===== src/rtl/dmx_pkg.sv =====
// Shared constants and types for the DMX receive-frame EBR read path.
// No ports. Provides widths, default requester count, requester index
// assignments and the read-tag payload carried down the arbiter pipeline.
package dmx_pkg;

  localparam int unsigned DMX_ADDR_W      = 10;
  localparam int unsigned DMX_DATA_W      = 8;
  localparam int unsigned DMX_BUFFER_SIZE = 513;
  localparam int unsigned DMX_NUM_RD_REQ  = 3;

  // Requester index width covers up to 8 requesters.
  localparam int unsigned DMX_REQ_IDX_W   = 3;

  localparam int unsigned RQ_DMX_OUT      = 0;
  localparam int unsigned RQ_HOST         = 1;
  localparam int unsigned RQ_PATCH        = 2;

  // One in-flight read: valid, out-of-bounds flag, requester index.
  typedef struct packed {
    logic                     valid;
    logic                     oob;
    logic [DMX_REQ_IDX_W-1:0] idx;
  } dmx_rd_tag_t;

endpackage


===== src/rtl/dmx_rr_picker.sv =====
// Combinational round-robin picker.
// Ports:
//   i_req   - request vector (already gated by the caller)
//   i_ptr   - round-robin pointer, highest priority index
//   o_gnt_c - one-hot grant
//   o_idx_c - binary index of the winner
//   o_any_c - at least one request present
module dmx_rr_picker
  import dmx_pkg::*;
#(
  parameter int unsigned NUM_REQ = DMX_NUM_RD_REQ
) (
  input  logic [NUM_REQ-1:0]       i_req,
  input  logic [DMX_REQ_IDX_W-1:0] i_ptr,
  output logic [NUM_REQ-1:0]       o_gnt_c,
  output logic [DMX_REQ_IDX_W-1:0] o_idx_c,
  output logic                     o_any_c
);

  localparam int unsigned IDX_W  = DMX_REQ_IDX_W;
  localparam int unsigned DIST_W = DMX_REQ_IDX_W + 1;

  logic [DIST_W-1:0] w_dist;
  logic [DIST_W-1:0] w_best_dist;

  // Winner is the requester with the smallest wrapped distance from the pointer.
  always_comb begin
    o_gnt_c     = '0;
    o_idx_c     = '0;
    o_any_c     = 1'b0;
    w_dist      = '0;
    w_best_dist = '1;
    for (int unsigned j = 0; j < NUM_REQ; j++) begin
      if (IDX_W'(j) >= i_ptr) begin
        w_dist = DIST_W'(j) - DIST_W'(i_ptr);
      end else begin
        w_dist = DIST_W'(j) + DIST_W'(NUM_REQ) - DIST_W'(i_ptr);
      end
      if (i_req[j] && (w_dist < w_best_dist)) begin
        w_best_dist = w_dist;
        o_idx_c     = IDX_W'(j);
        o_any_c     = 1'b1;
      end
    end
    if (o_any_c) begin
      o_gnt_c = NUM_REQ'(1) << o_idx_c;
    end
  end

endmodule


===== src/rtl/dmx_ebr_read_arbiter.sv =====
// Round-robin arbiter sharing EBR read port B among NUM_REQ requesters.
// One read issued per cycle; data returns on a shared rdata bus tagged by a
// per-requester one-cycle rvalid, RD_LATENCY+2 cycles after the grant.
// Optional feature macro: DMX_ARB_BOUNDS_CHECK_EN -- reads at or beyond
// last_byte_count (sampled at grant) return 0 instead of EBR data.
// Ports:
//   clk, rst_n      - clock, asynchronous active-low reset
//   rd_en           - global enable for new grants
//   req, addr       - per-requester request and packed read address
//   gnt             - combinational one-hot grant
//   rvalid, rdata   - registered read return
//   ebr_addr        - registered EBR AddressB
//   ebr_qb          - EBR QB read data
//   last_byte_count - valid length of the last received frame
module dmx_ebr_read_arbiter
  import dmx_pkg::*;
#(
  parameter int unsigned NUM_REQ    = DMX_NUM_RD_REQ,
  parameter int unsigned RD_LATENCY = 1,
  parameter int unsigned ADDR_W     = DMX_ADDR_W,
  parameter int unsigned DATA_W     = DMX_DATA_W
) (
  input  logic                      clk,
  input  logic                      rst_n,
  input  logic                      rd_en,
  input  logic [NUM_REQ-1:0]        req,
  input  logic [NUM_REQ*ADDR_W-1:0] addr,
  output logic [NUM_REQ-1:0]        gnt,
  output logic [NUM_REQ-1:0]        rvalid,
  output logic [DATA_W-1:0]         rdata,
  output logic [ADDR_W-1:0]         ebr_addr,
  input  logic [DATA_W-1:0]         ebr_qb,
  input  logic [ADDR_W-1:0]         last_byte_count
);

  localparam int unsigned IDX_W     = DMX_REQ_IDX_W;
  localparam int unsigned TAG_DEPTH = 1 + RD_LATENCY;

  logic [NUM_REQ-1:0] w_req_gated;
  logic [NUM_REQ-1:0] w_gnt;
  logic [IDX_W-1:0]   w_idx;
  logic               w_any;
  logic [ADDR_W-1:0]  w_sel_addr;
  logic               w_oob;
  dmx_rd_tag_t        w_new_tag;

  logic [IDX_W-1:0]   r_ptr;
  dmx_rd_tag_t        r_tag [TAG_DEPTH];

  // rd_en off blocks new grants only; the tag pipeline keeps draining.
  assign w_req_gated = rd_en ? req : '0;

  dmx_rr_picker #(
    .NUM_REQ (NUM_REQ)
  ) u_picker (
    .i_req   (w_req_gated),
    .i_ptr   (r_ptr),
    .o_gnt_c (w_gnt),
    .o_idx_c (w_idx),
    .o_any_c (w_any)
  );

  assign gnt = w_gnt;

  // Address mux for the winning requester.
  always_comb begin
    w_sel_addr = '0;
    for (int unsigned i = 0; i < NUM_REQ; i++) begin
      if (IDX_W'(i) == w_idx) begin
        w_sel_addr = addr[i*ADDR_W +: ADDR_W];
      end
    end
  end

`ifdef DMX_ARB_BOUNDS_CHECK_EN
  assign w_oob = (w_sel_addr >= last_byte_count);
`else
  logic w_unused_lbc;
  assign w_unused_lbc = ^last_byte_count;
  assign w_oob        = 1'b0;
`endif

  always_comb begin
    w_new_tag       = '0;
    w_new_tag.valid = w_any;
    w_new_tag.oob   = w_any & w_oob;
    w_new_tag.idx   = w_idx;
  end

  // Pointer moves past the winner; ebr_addr holds while idle.
  always_ff @(posedge clk or negedge rst_n) begin
    if (!rst_n) begin
      r_ptr    <= '0;
      ebr_addr <= '0;
    end else if (w_any) begin
      r_ptr    <= (w_idx == IDX_W'(NUM_REQ - 1)) ? '0 : w_idx + IDX_W'(1);
      ebr_addr <= w_sel_addr;
    end
  end

  // Tag stage k is valid k+1 cycles after the grant cycle.
  always_ff @(posedge clk or negedge rst_n) begin
    if (!rst_n) begin
      for (int unsigned i = 0; i < TAG_DEPTH; i++) begin
        r_tag[i] <= '0;
      end
    end else begin
      r_tag[0] <= w_new_tag;
      for (int unsigned i = 1; i < TAG_DEPTH; i++) begin
        r_tag[i] <= r_tag[i-1];
      end
    end
  end

  // Last tag stage lines up with ebr_qb for the same read.
  always_ff @(posedge clk or negedge rst_n) begin
    if (!rst_n) begin
      rvalid <= '0;
      rdata  <= '0;
    end else begin
      rvalid <= r_tag[RD_LATENCY].valid ? (NUM_REQ'(1) << r_tag[RD_LATENCY].idx) : '0;
      if (r_tag[RD_LATENCY].valid) begin
        rdata <= r_tag[RD_LATENCY].oob ? '0 : ebr_qb;
      end
    end
  end

endmodule

===== config.mk =====
export PLATFORM = sky130hd
export DESIGN_NAME = dmx_ebr_read_arbiter
export DESIGN_NICKNAME = d
export VERILOG_FILES = /design/src/rtl/dmx_pkg.sv /design/src/rtl/dmx_rr_picker.sv /design/src/rtl/dmx_ebr_read_arbiter.sv
export SDC_FILE = /design/constraint.sdc
export NUM_CORES = 1
export LEC_CHECK = 0
export ABC_AREA = 1
export ABC_CLOCK_PERIOD_IN_PS = 4900
export CAP_MARGIN = 20
export CORE_MARGIN = 2
export CORE_UTILIZATION = 40
export DETAILED_ROUTE_END_ITERATION = 7
export GPL_ROUTABILITY_DRIVEN = 0
export MAX_ROUTING_LAYER = met4
export PLACE_DENSITY = 0.86
export SLEW_MARGIN = 15
export SYNTH_ARGS = -nofsm -noshare
export SYNTH_HDL_FRONTEND = slang
export SYNTH_SLANG_ARGS = --single-unit
export TNS_END_PERCENT = 1

===== constraint.sdc =====
create_clock -name clk -period 4.9 [get_ports clk]
set_input_delay 0.98 -clock clk [delete_from_list [all_inputs] [get_ports clk]]
set_output_delay 0.98 -clock clk [all_outputs]
set_load 0.03 [all_outputs]

# Word level (Yosys, flattened, before mapping)
# Index checks and enable logic that the tools add are counted.
[totals] reg_bits=32
[classes] addsub=7 magnitude_cmp=6 eq_ne=3 n_shift=2 muxes=17 reduce_logical=4
[ops] cell="$mux 10" n=3
[ops] cell="$mux 4" n=5
[ops] cell="$mux 3" n=4
[ops] cell="$lt 4x4->1" n=2
[ops] cell="$sub 1x3->4 const A" n=2
[ops] cell="$sub 2x3->4 const A" n=2
[ops] cell="$sub 3x3->4 const A" n=2
[ops] cell="$ge 1x3->1 const A" n=2
[ops] cell="$lt 4x4->1 const B" n=1
[ops] cell="$mux 1" n=4
[ops] cell="$add 3x1->3 const B" n=1
[ops] cell="$eq 1x3->1 const A" n=1
[ops] cell="$eq 2x3->1 const A" n=1
[ops] cell="$eq 3x2->1 const B" n=1
[ops] cell="$ge 2x3->1 const A" n=1
[ops] cell="$logic_and 1x1->1" n=3
[ops] cell="$logic_not 3->1" n=1
[ops] cell="$shl 1x2->3 const A" n=1
[ops] cell="$shl 1x3->3 const A" n=1
[ops] cell="$mux 2" n=1

# Logic depth before layout (Yosys ltp)
# Gate-level depths: netlist (run 1).
[depth] depth_word=15 mapped_depth=28 mapped_depth_nobuf=26

# Modules after synthesis
# From an unflattened synthesis (run 1), not the netlist that was laid out.
[unflattened] cells_unflattened=274 hier_area_um2=2078.2
[by_module_without_submodules] mod="dmx_ebr_read_arbiter" instances=1 cells_each=176 area_each_um2=1445.1 seq_area_each_um2=800.8
[by_module_without_submodules] mod="dmx_rr_picker" instances=1 cells_each=98 area_each_um2=633.1 seq_area_each_um2=0.0

# Worst setup path after synthesis (run 1)
# Ideal clock, no wire load.
[synth_path] kind="register to output" from="reg r_ptr[1]" to="out gnt[0]" arrival_ps=3688 setup_slack_ps=232 stages_incl_launch_ff=25 path_cell_list="dfrtp_1 > inv_1 > ha_1 > ha_1 > inv_1 > nand2_1 > nand2_1 > nor2_1 > nand2_1 > nand2_1 > a21oi_1 > ha_1 > a211oi_1 > nand2_4 > clkbuf_1 > nand2_1 > o21ai_1 > ha_1 > nand2_1 > inv_1 > nand2_2 > nand2_4 > buf_6 > nand2_1 > nor2_1"
[synth_between] elab_chain_cells=13 word_cells_on_any_way=27 cone_classes="6 x add/sub; 6 x order compare; 1 x shift; 11 x mux; 3 x reduce/logical"
[synth_rtl] element="start: declaration" line_no="dmx_ebr_read_arbiter.sv:47" source="logic [IDX_W-1:0] r_ptr;"
[synth_rtl] element="start signal: assignment" line_no="dmx_ebr_read_arbiter.sv:96" source="r_ptr <= (w_idx == IDX_W'(NUM_REQ - 1)) ? '0 : w_idx + IDX_W'(1);"
[synth_rtl] element="$sub 2x3->4, or another cell as far along" line_no="dmx_rr_picker.sv:37" source="w_dist = DIST_W'(j) + DIST_W'(NUM_REQ) - DIST_W'(i_ptr);"
[synth_rtl] element="$mux 4" line_no="dmx_rr_picker.sv:34" source="if (IDX_W'(j) >= i_ptr) begin"
[synth_rtl] element="$lt 4x4->1" line_no="dmx_rr_picker.sv:39" source="if (i_req[j] && (w_dist < w_best_dist)) begin"
[synth_rtl] element="$logic_and 1x1->1" line_no="dmx_rr_picker.sv:39"
[synth_rtl] element="$mux 4" line_no="dmx_rr_picker.sv:39"
[synth_rtl] element="$lt 4x4->1" line_no="dmx_rr_picker.sv:39"
[synth_rtl] element="$logic_and 1x1->1" line_no="dmx_rr_picker.sv:39"
[synth_rtl] element="$mux 4" line_no="dmx_rr_picker.sv:39"
[synth_rtl] element="$lt 4x4->1" line_no="dmx_rr_picker.sv:39"
[synth_rtl] element="$logic_and 1x1->1" line_no="dmx_rr_picker.sv:39"
[synth_rtl] element="$mux 2" line_no="dmx_rr_picker.sv:39"
[synth_rtl] element="$shl 1x2->3" line_no="dmx_rr_picker.sv:46" source="o_gnt_c = NUM_REQ'(1) << o_idx_c;"
[synth_rtl] element="$mux 3 *" line_no="dmx_rr_picker.sv:45" source="if (o_any_c) begin"
[synth_rtl] element="end: declaration" line_no="dmx_ebr_read_arbiter.sv:28" source="output logic [NUM_REQ-1:0] gnt,"
# Every way passes the cells marked *; elsewhere a longest branch is shown, timed or not.

# Worst setup path in the final report (run 1)
[layout_path] from="in rd_en" to="out gnt[1]"
[layout_between] elab_chain_cells=11 word_cells_on_any_way=15 cone_classes="2 x order compare; 1 x shift; 9 x mux; 3 x reduce/logical"
[layout_rtl] element="start: declaration" line_no="dmx_ebr_read_arbiter.sv:25" source="input logic rd_en,"
[layout_rtl] element="$mux 3 *" line_no="dmx_ebr_read_arbiter.sv:51" source="assign w_req_gated = rd_en ? req : '0;"
[layout_rtl] element="$logic_and 1x1->1" line_no="dmx_rr_picker.sv:39"
[layout_rtl] element="$mux 4" line_no="dmx_rr_picker.sv:39"
[layout_rtl] element="$lt 4x4->1" line_no="dmx_rr_picker.sv:39"
[layout_rtl] element="$logic_and 1x1->1" line_no="dmx_rr_picker.sv:39"
[layout_rtl] element="$mux 4" line_no="dmx_rr_picker.sv:39"
[layout_rtl] element="$lt 4x4->1" line_no="dmx_rr_picker.sv:39"
[layout_rtl] element="$logic_and 1x1->1" line_no="dmx_rr_picker.sv:39"
[layout_rtl] element="$mux 2" line_no="dmx_rr_picker.sv:39"
[layout_rtl] element="$shl 1x2->3" line_no="dmx_rr_picker.sv:46"
[layout_rtl] element="$mux 3 *" line_no="dmx_rr_picker.sv:45"
# Marked as above.

==> results of run 1 <==
-- logic make-up (layout without fill, tap and decap cells) --
family                   Yosys count  after routing  synth area share (%)
buffers and inverters             29            113                  7.28
XOR/XNOR                           1              1                 0.468
AND/OR/NAND/NOR                  156            156                  35.4
flip-flops                        30             30                  40.1
AO/OA/AOI/OAI                     18             18                  5.41
adder cells (fa/ha/maj)           17             17                  11.4
-- path summary, 6_finish.rpt --
path,slack [ns],depth (start not counted),end
max,0.21,18,gnt[1]
min,0.35,0,r_tag[4]$_DFF_PN0_
max reg2reg,1.27,24,ebr_addr[1]$_DFFE_PN0N_
min reg2reg,0.35,0,r_tag[4]$_DFF_PN0_
max in group asynchronous,3.52,2,r_ptr[0]$_DFFE_PN0N_
min in group asynchronous,1.08,2,rvalid[1]$_DFF_PN0_
-- per-stage QoR --
step	setup TNS, ns	setup slack (ns)	cell area [µm²]	util (%)	cells
after floorplan	0	0.232	1870	-	251
after global placement	-0.0704	-0.0704	2660	59.9	377
after detailed placement	-0.118	-0.118	2660	59.9	377
after CTS	0	0.0598	2770	62.2	386
after global routing	-0.00724	-0.00724	2840	63.9	387
final	0	0.215	2840	63.9	387
-- area by class of cell --
class / count / area share [%]
Multi-Input combinational cell: 192 / 36.7
Timing Repair Buffer: 85 / 28.6
Sequential cell: 30 / 26.5
Clock buffer: 7 / 3.04
Inverter: 20 / 2.73
Tap cell: 52 / 2.29
Clock inverter: 1 / 0.176
-- flip-flops by register name, summed over array words and instances (netlist names) --
| register | count |
|---|---|
| r_ptr | 3 |
| r_tag | 6 |
| rdata | 8 |
| ebr_addr | 10 |
| rvalid | 3 |
-- cell usage after synthesis --
library cell and number:
nor3_1 1, buf_4 1, ha_1 17, nand2_2 3
a21oi_1 8, a211oi_1 1, clkbuf_1 4, buf_2 1
inv_2 10, buf_6 3, nand3_1 32, inv_1 9
a211oi_2 1, dfrtp_1 30, nand2_1 78, o21ai_1 4
nand3_2 1, clkinv_1 1, nand2_4 3, a31oi_1 1
o21ai_0 3, nor2_1 38, xor2_1 1
-- worst max-delay path: stages --
cell and delay [ns]:
clkdlybuf4s50_1 0.47, nand2_1 0.08, inv_1 0.09, nand2_2 0.08
a21oi_2 0.14, ha_1 0.25, nand2_1 0.06, nand2_1 0.05
nand2_2 0.08, nand2_4 0.08, nand2_1 0.06, o21ai_1 0.08
ha_1 0.34, a211oi_4 0.28, nand2_4 0.09, nand2_1 0.10
inv_2 0.03, dlygate4sd2_1 0.34
-- cells in the final DEF, fill, tap and decap left out, types with 5 or more instances in the layout --
cell type / instances
nand2_1: 76
inv_2: 11
inv_1: 7
ha_1: 13
nand2_2: 5
nand3_1: 32
a21oi_1: 5
clkbuf_8: 6
clkdlybuf4s50_1: 64
dfrtp_1: 28
nor2_1: 37
buf_4: 19
-- metal layers --
layer / track usage (%) / wire length (µm)
met5: - / 0
met4: 6.79 / 91
met3: 4.17 / 275
met2: 34.3 / 2530
met1: 22.1 / 2000
-- power by group --
part | switching, mW | total, mW | internal (mW)
Combinational | 0.386 | 0.662 | 0.277
Sequential | 0.0404 | 0.354 | 0.314
Clock | 0.0922 | 0.205 | 0.113
Total | 0.518 | 1.22 | 0.704
-- what timing repair did --
action / 4_1_cts / 5_1_grt
pin swaps: 1 / 1
buffers inserted: 1 / 1
hold buffers: 0 / 0
endpoints found under the setup margin: 2 / 3
resized for setup: 3 / 20
==> results_dict.tcl, run 1 <==
set metrics [dict create \
    layout.nets 405 \
    cp_max_fo 7 \
    grt_pass1_vias 1770 \
    start_util_pct 42.1 \
    irDropWorstVdd_mv 0.185 \
    areaGrowthSynthToFinish_pct 51.6 \
    maxCapViolCount 0 \
    grt_max_degree 31 \
    dr.pass1.iters 4 \
    finalCritPeriodShare_pct 95.6 \
    arrival_ns 3.71 \
    cts_buffers 5 \
    required_ns 3.92 \
    synth.distinct_cells 23 \
    insertion_delay_ns 0.28 \
    finalHoldViolations 0 \
    wirelength_um 4900 \
    setup_viol 0 \
    synthTopCellsByArea "dfrtp_1 (40%), nand2_1 (16%), ha_1 (11%), nand3_1 (8.6%), nor2_1 (7.6%)" \
    track_usage_pct 19.6 \
    power_mw 1.22 \
    drive_gt1_share_pct 18.2 \
    tightest_slew_ns 0.419 \
    netlist_instances 251 \
    post-dp-hpwl_um 3740 \
    cts_sinks 30 \
    num-fill-cells 374 \
    drt_iter0_drc 106 \
    vias_per_cell 4.91 \
    path_class "input port to primary output" \
    hold_path.class "register to register" \
    max_freq_ghz 0.213 \
    synth_top_area_share_pct 40.1 \
    path_clk_slew_ns 0.07 \
    yosysWarningCount 0 \
    timing.hold.ws_ns 0.349 \
    status "finished, final reports clean" \
    ys_seq_elements 30 \
    fp.dieArea_um2 5250 \
    p_leak_nw 1.42 \
    grt_overflow 0 \
    antenna_cells 0 \
    vias 1901 \
    startpoint "rd_en" \
    rows 24 \
    power.density_nw_per_um2 430 \
    coreArea_um2 4440 \
    die_h_um 72.4 \
    cts.path.max_buffers 2 \
    ys_seq_area_share_pct 40.1 \
    hp-start "r_tag[9]$_DFF_PN0_" \
    htreeDepth 2 \
    synth_area_per_cell_um2 7.46 \
    multi_input_area_um2 1040 \
    die_w_um 72.4 \
    slew_headroom_pct 72.1 \
    top_level_ports 78 \
    fin_skew_ns 0.00460 \
    drc 0 \
    clockRootBuffer "clkbuf_8" \
    syn_area_um2 1870 \
    numPortBuffers 67 \
    seqCellArea_um2 753 \
    critPathCaptureType "primary output" \
    synth_area_leader_cell "dfrtp_1" \
    antenna_found_initial 0 \
    cts_tree "yes" \
    syn-num-nets 322 \
    postRouteAntennaNets 0 \
    reg2reg_from "r_ptr[0]$_DFFE_PN0N_" \
    grt_pass1_wl_um 7730 \
    critPathLaunchType "input port" \
    slew_viol_final 0 \
    wl_per_cell_um 12.7 \
    min_period_ns 4.69 \
]
Note: power is estimated with default switching activity, not from simulation.
==> inputs of run 2 (changes only) <==
CORE_UTILIZATION = 43   (was 40)
PLACE_DENSITY = 0.83   (was 0.86)
==> run 2 against run 1 <==
Against the previous run:
- sequential cell count unchanged
- combinational power decreased by 3%
- die area decreased by 6.6%
- non-clock buffer count increased by 2
- sequential power about the same
- total power increased by 1.2%
- routed wire length decreased by 1.1%
- worst setup slack got worse by 0.011 ns
- final area decreased by 1.0%
- sequential share of layout area increased by 0.27 points
- clock skew increased by 0.0024 ns
- largest cell class unchanged
==> results_dict.tcl, run 2 (synthesis results as in run 1) <==
set metrics [dict create \
    status "finished, final reports clean" \
    power_switching_mw 0.506 \
    drive_gt1_share_pct 16.0 \
    grt_pass1_vias 1803 \
    critPathCaptureType "primary output" \
    place_area_um2 2690 \
    die_h_um 70 \
    drt_iter0_drc 63 \
    fin_skew_ns 0.00701 \
    rsz0062_at_grt "false" \
    fp.dieArea_um2 4900 \
    path_clk_slew_ns 0.07 \
    rows 24 \
    antenna_cells 0 \
    clkPwrFrac_pct 19.4 \
    insertion_delay_ns 0.28 \
    layout.nets 407 \
    largest_register_ffs 10 \
    track_usage_pct 21.1 \
    rrSetupSlack_ns 1.03 \
    slew_viol_final 0 \
    power_frac_seq_pct 28.5 \
    coreArea_um2 4260 \
    cts_sinks 30 \
    hold_path.class "register to register" \
    antenna_found_initial 0 \
    cp_common_cell "nand2_1" \
    critPathMaxStageDelay_ns 0.39 \
    required_ns 3.92 \
    grt_pass1_wl_um 7980 \
    top_regs "ebr_addr (10), rdata (8), r_tag (6)" \
    arrival_ns 3.72 \
    power_frac_comb_pct 52.1 \
    vias 1913 \
    vias_per_cell 4.92 \
    cp_cell_sequence "inv_2 > ha_1 > ha_2 > inv_1 > nand2_1 > nand2_1 > nor2_1 > nand2_1 > nand2_2 > a21oi_1 > ha_1 > a211oi_1 > buf_4 > nand2_4 > nand2_1 > o21ai_1 > ha_1 > a211oi_4 > nand2_4 > buf_4 > inv_2 > buf_4" \
    grt_overflow 0 \
    p_int_mw 0.730 \
    areaGrowthSynthToFinish_pct 50.1 \
    cts.path.max_buffers 2 \
    fin_ws_ns 0.204 \
    cts_buffers 5 \
    postRouteAntennaNets 0 \
    sw_frac_of_total_pct 40.9 \
    slew_headroom_pct 69.0 \
    irDropWorstVdd_mv 0.156 \
    drc 0 \
    clockRootBuffer "clkbuf_8" \
    num-fill-cells 373 \
    die_w_um 70 \
    maxCapViolCount 0 \
    finalCritPeriodShare_pct 95.8 \
    final_area_um2 2810 \
    slowest_stage "dfrtp_2" \
    start_util_pct 43.9 \
    htreeDepth 2 \
    top_level_ports 78 \
    fin_tns_setup_ns 0 \
    wl_per_cell_um 12.5 \
    cp_max_fo 8 \
    numPortBuffers 67 \
    max_freq_ghz 0.213 \
    grt_max_degree 31 \
    p_leak_nw 1.43 \
    min_period_ns 4.70 \
    tightest_slew_ns 0.465 \
    post-dp-hpwl_um 3700 \
    cts_tree "yes" \
    wirelength_um 4850 \
    setup_viol 0 \
    finalHoldViolations 0 \
    place_ws_ns -0.166 \
    layout_commonest_cell "nand2_1" \
    dr.pass1.iters 4 \
    path_class "register to primary output" \
    layout_common_cells "nand2_1 (77), clkdlybuf4s50_1 (64), nor2_1 (38), nand3_1 (32), dfrtp_1 (28)" \
    power.density_nw_per_um2 440 \
    largest_register "ebr_addr" \
    critPathLaunchType "register" \
]
## run 2: changes by cell type in the layout (fill, tap and decap cells not counted), sizes merged
cell and change:
clkinv +1, bufinv +1, buf +1, dlygate4sd2 -1
## run 2: timing repair
action	CTS	global route
endpoints found under the setup margin	2	3
hold buffers	0	0
pin swaps	0	1
setup buffers	0	1
resized for setup	3	9
## run 2: metal layers
layer	global-route usage [%]	part of all wire, %	vias up
li1	-	-	962
met1	25.2	43	873
met2	35.3	48	69
met3	5.05	7.0	9
met4	6.41	1.7	0
met5	-	0	-
## run 2: worst max-delay path, delay by kind of cell (launching register included)
| kind | cells | cell delay (ns) |
|---|---|---|
| buffers and inverters | 6 | 0.66 |
| AO/OA/AOI/OAI | 4 | 0.60 |
| AND/OR/NAND/NOR | 8 | 0.73 |
| flip-flops | 1 | 0.39 |
| adder cells (fa/ha/maj) | 4 | 1.06 |
## run 2: power by group through the flow
stage	Clock, mW	Combinational (mW)	Sequential [mW]
after CTS	0.245	0.633	0.354
final	0.240	0.644	0.352
after global routing	0.256	0.710	0.362
after global placement	0	0.614	0.354
after detailed placement	0	0.633	0.358
after floorplan	0	0.285	0.463
## run 2: final timing paths
| check | end | depth (start not counted) | startpoint |
|---|---|---|---|
| max | gnt[2] | 22 | r_ptr[0]$_DFFE_PN0N_ |
| min | r_tag[4]$_DFF_PN0_ | 0 | r_tag[9]$_DFF_PN0_ |
| max reg2reg | ebr_addr[5]$_DFFE_PN0N_ | 24 | r_ptr[0]$_DFFE_PN0N_ |
| min reg2reg | r_tag[4]$_DFF_PN0_ | 0 | r_tag[9]$_DFF_PN0_ |
| max in group asynchronous | r_ptr[2]$_DFFE_PN0N_ | 2 | rst_n |
| min in group asynchronous | rdata[7]$_DFFE_PN0P_ | 2 | rst_n |
## run 2: per-stage QoR
stage / power [mW] / instances / hold slack [ns] / utilization (%)
after CTS: 1.23 / 388 / 0.356 / 65.6
after global placement: 0.968 / 380 / 0.332 / 63.0
after detailed placement: 0.990 / 380 / 0.342 / 63.0
after floorplan: 0.748 / 251 / 0.331 / -
after global routing: 1.33 / 389 / 0.358 / 65.9
final: 1.24 / 389 / 0.352 / 65.9
## run 2: cell type report
class / instances / area [µm²] / share of cell area, %
clock inverters: 3 / 40.0 / 1.42
well taps: 52 / 65.1 / 2.31
repair buffers: 87 / 808 / 28.7
multi-input cells: 192 / 1000 / 35.6
flip-flops and latches: 30 / 753 / 26.8
clock buffers: 5 / 68.8 / 2.45
inverters: 20 / 75.1 / 2.67
==> inputs of run 3 (changes only) <==
HOLD_SLACK_MARGIN = 0.15   (was not set)
==> results of run 3 <==
No change in the layout: final DEF, timing and power equal those of run 2.
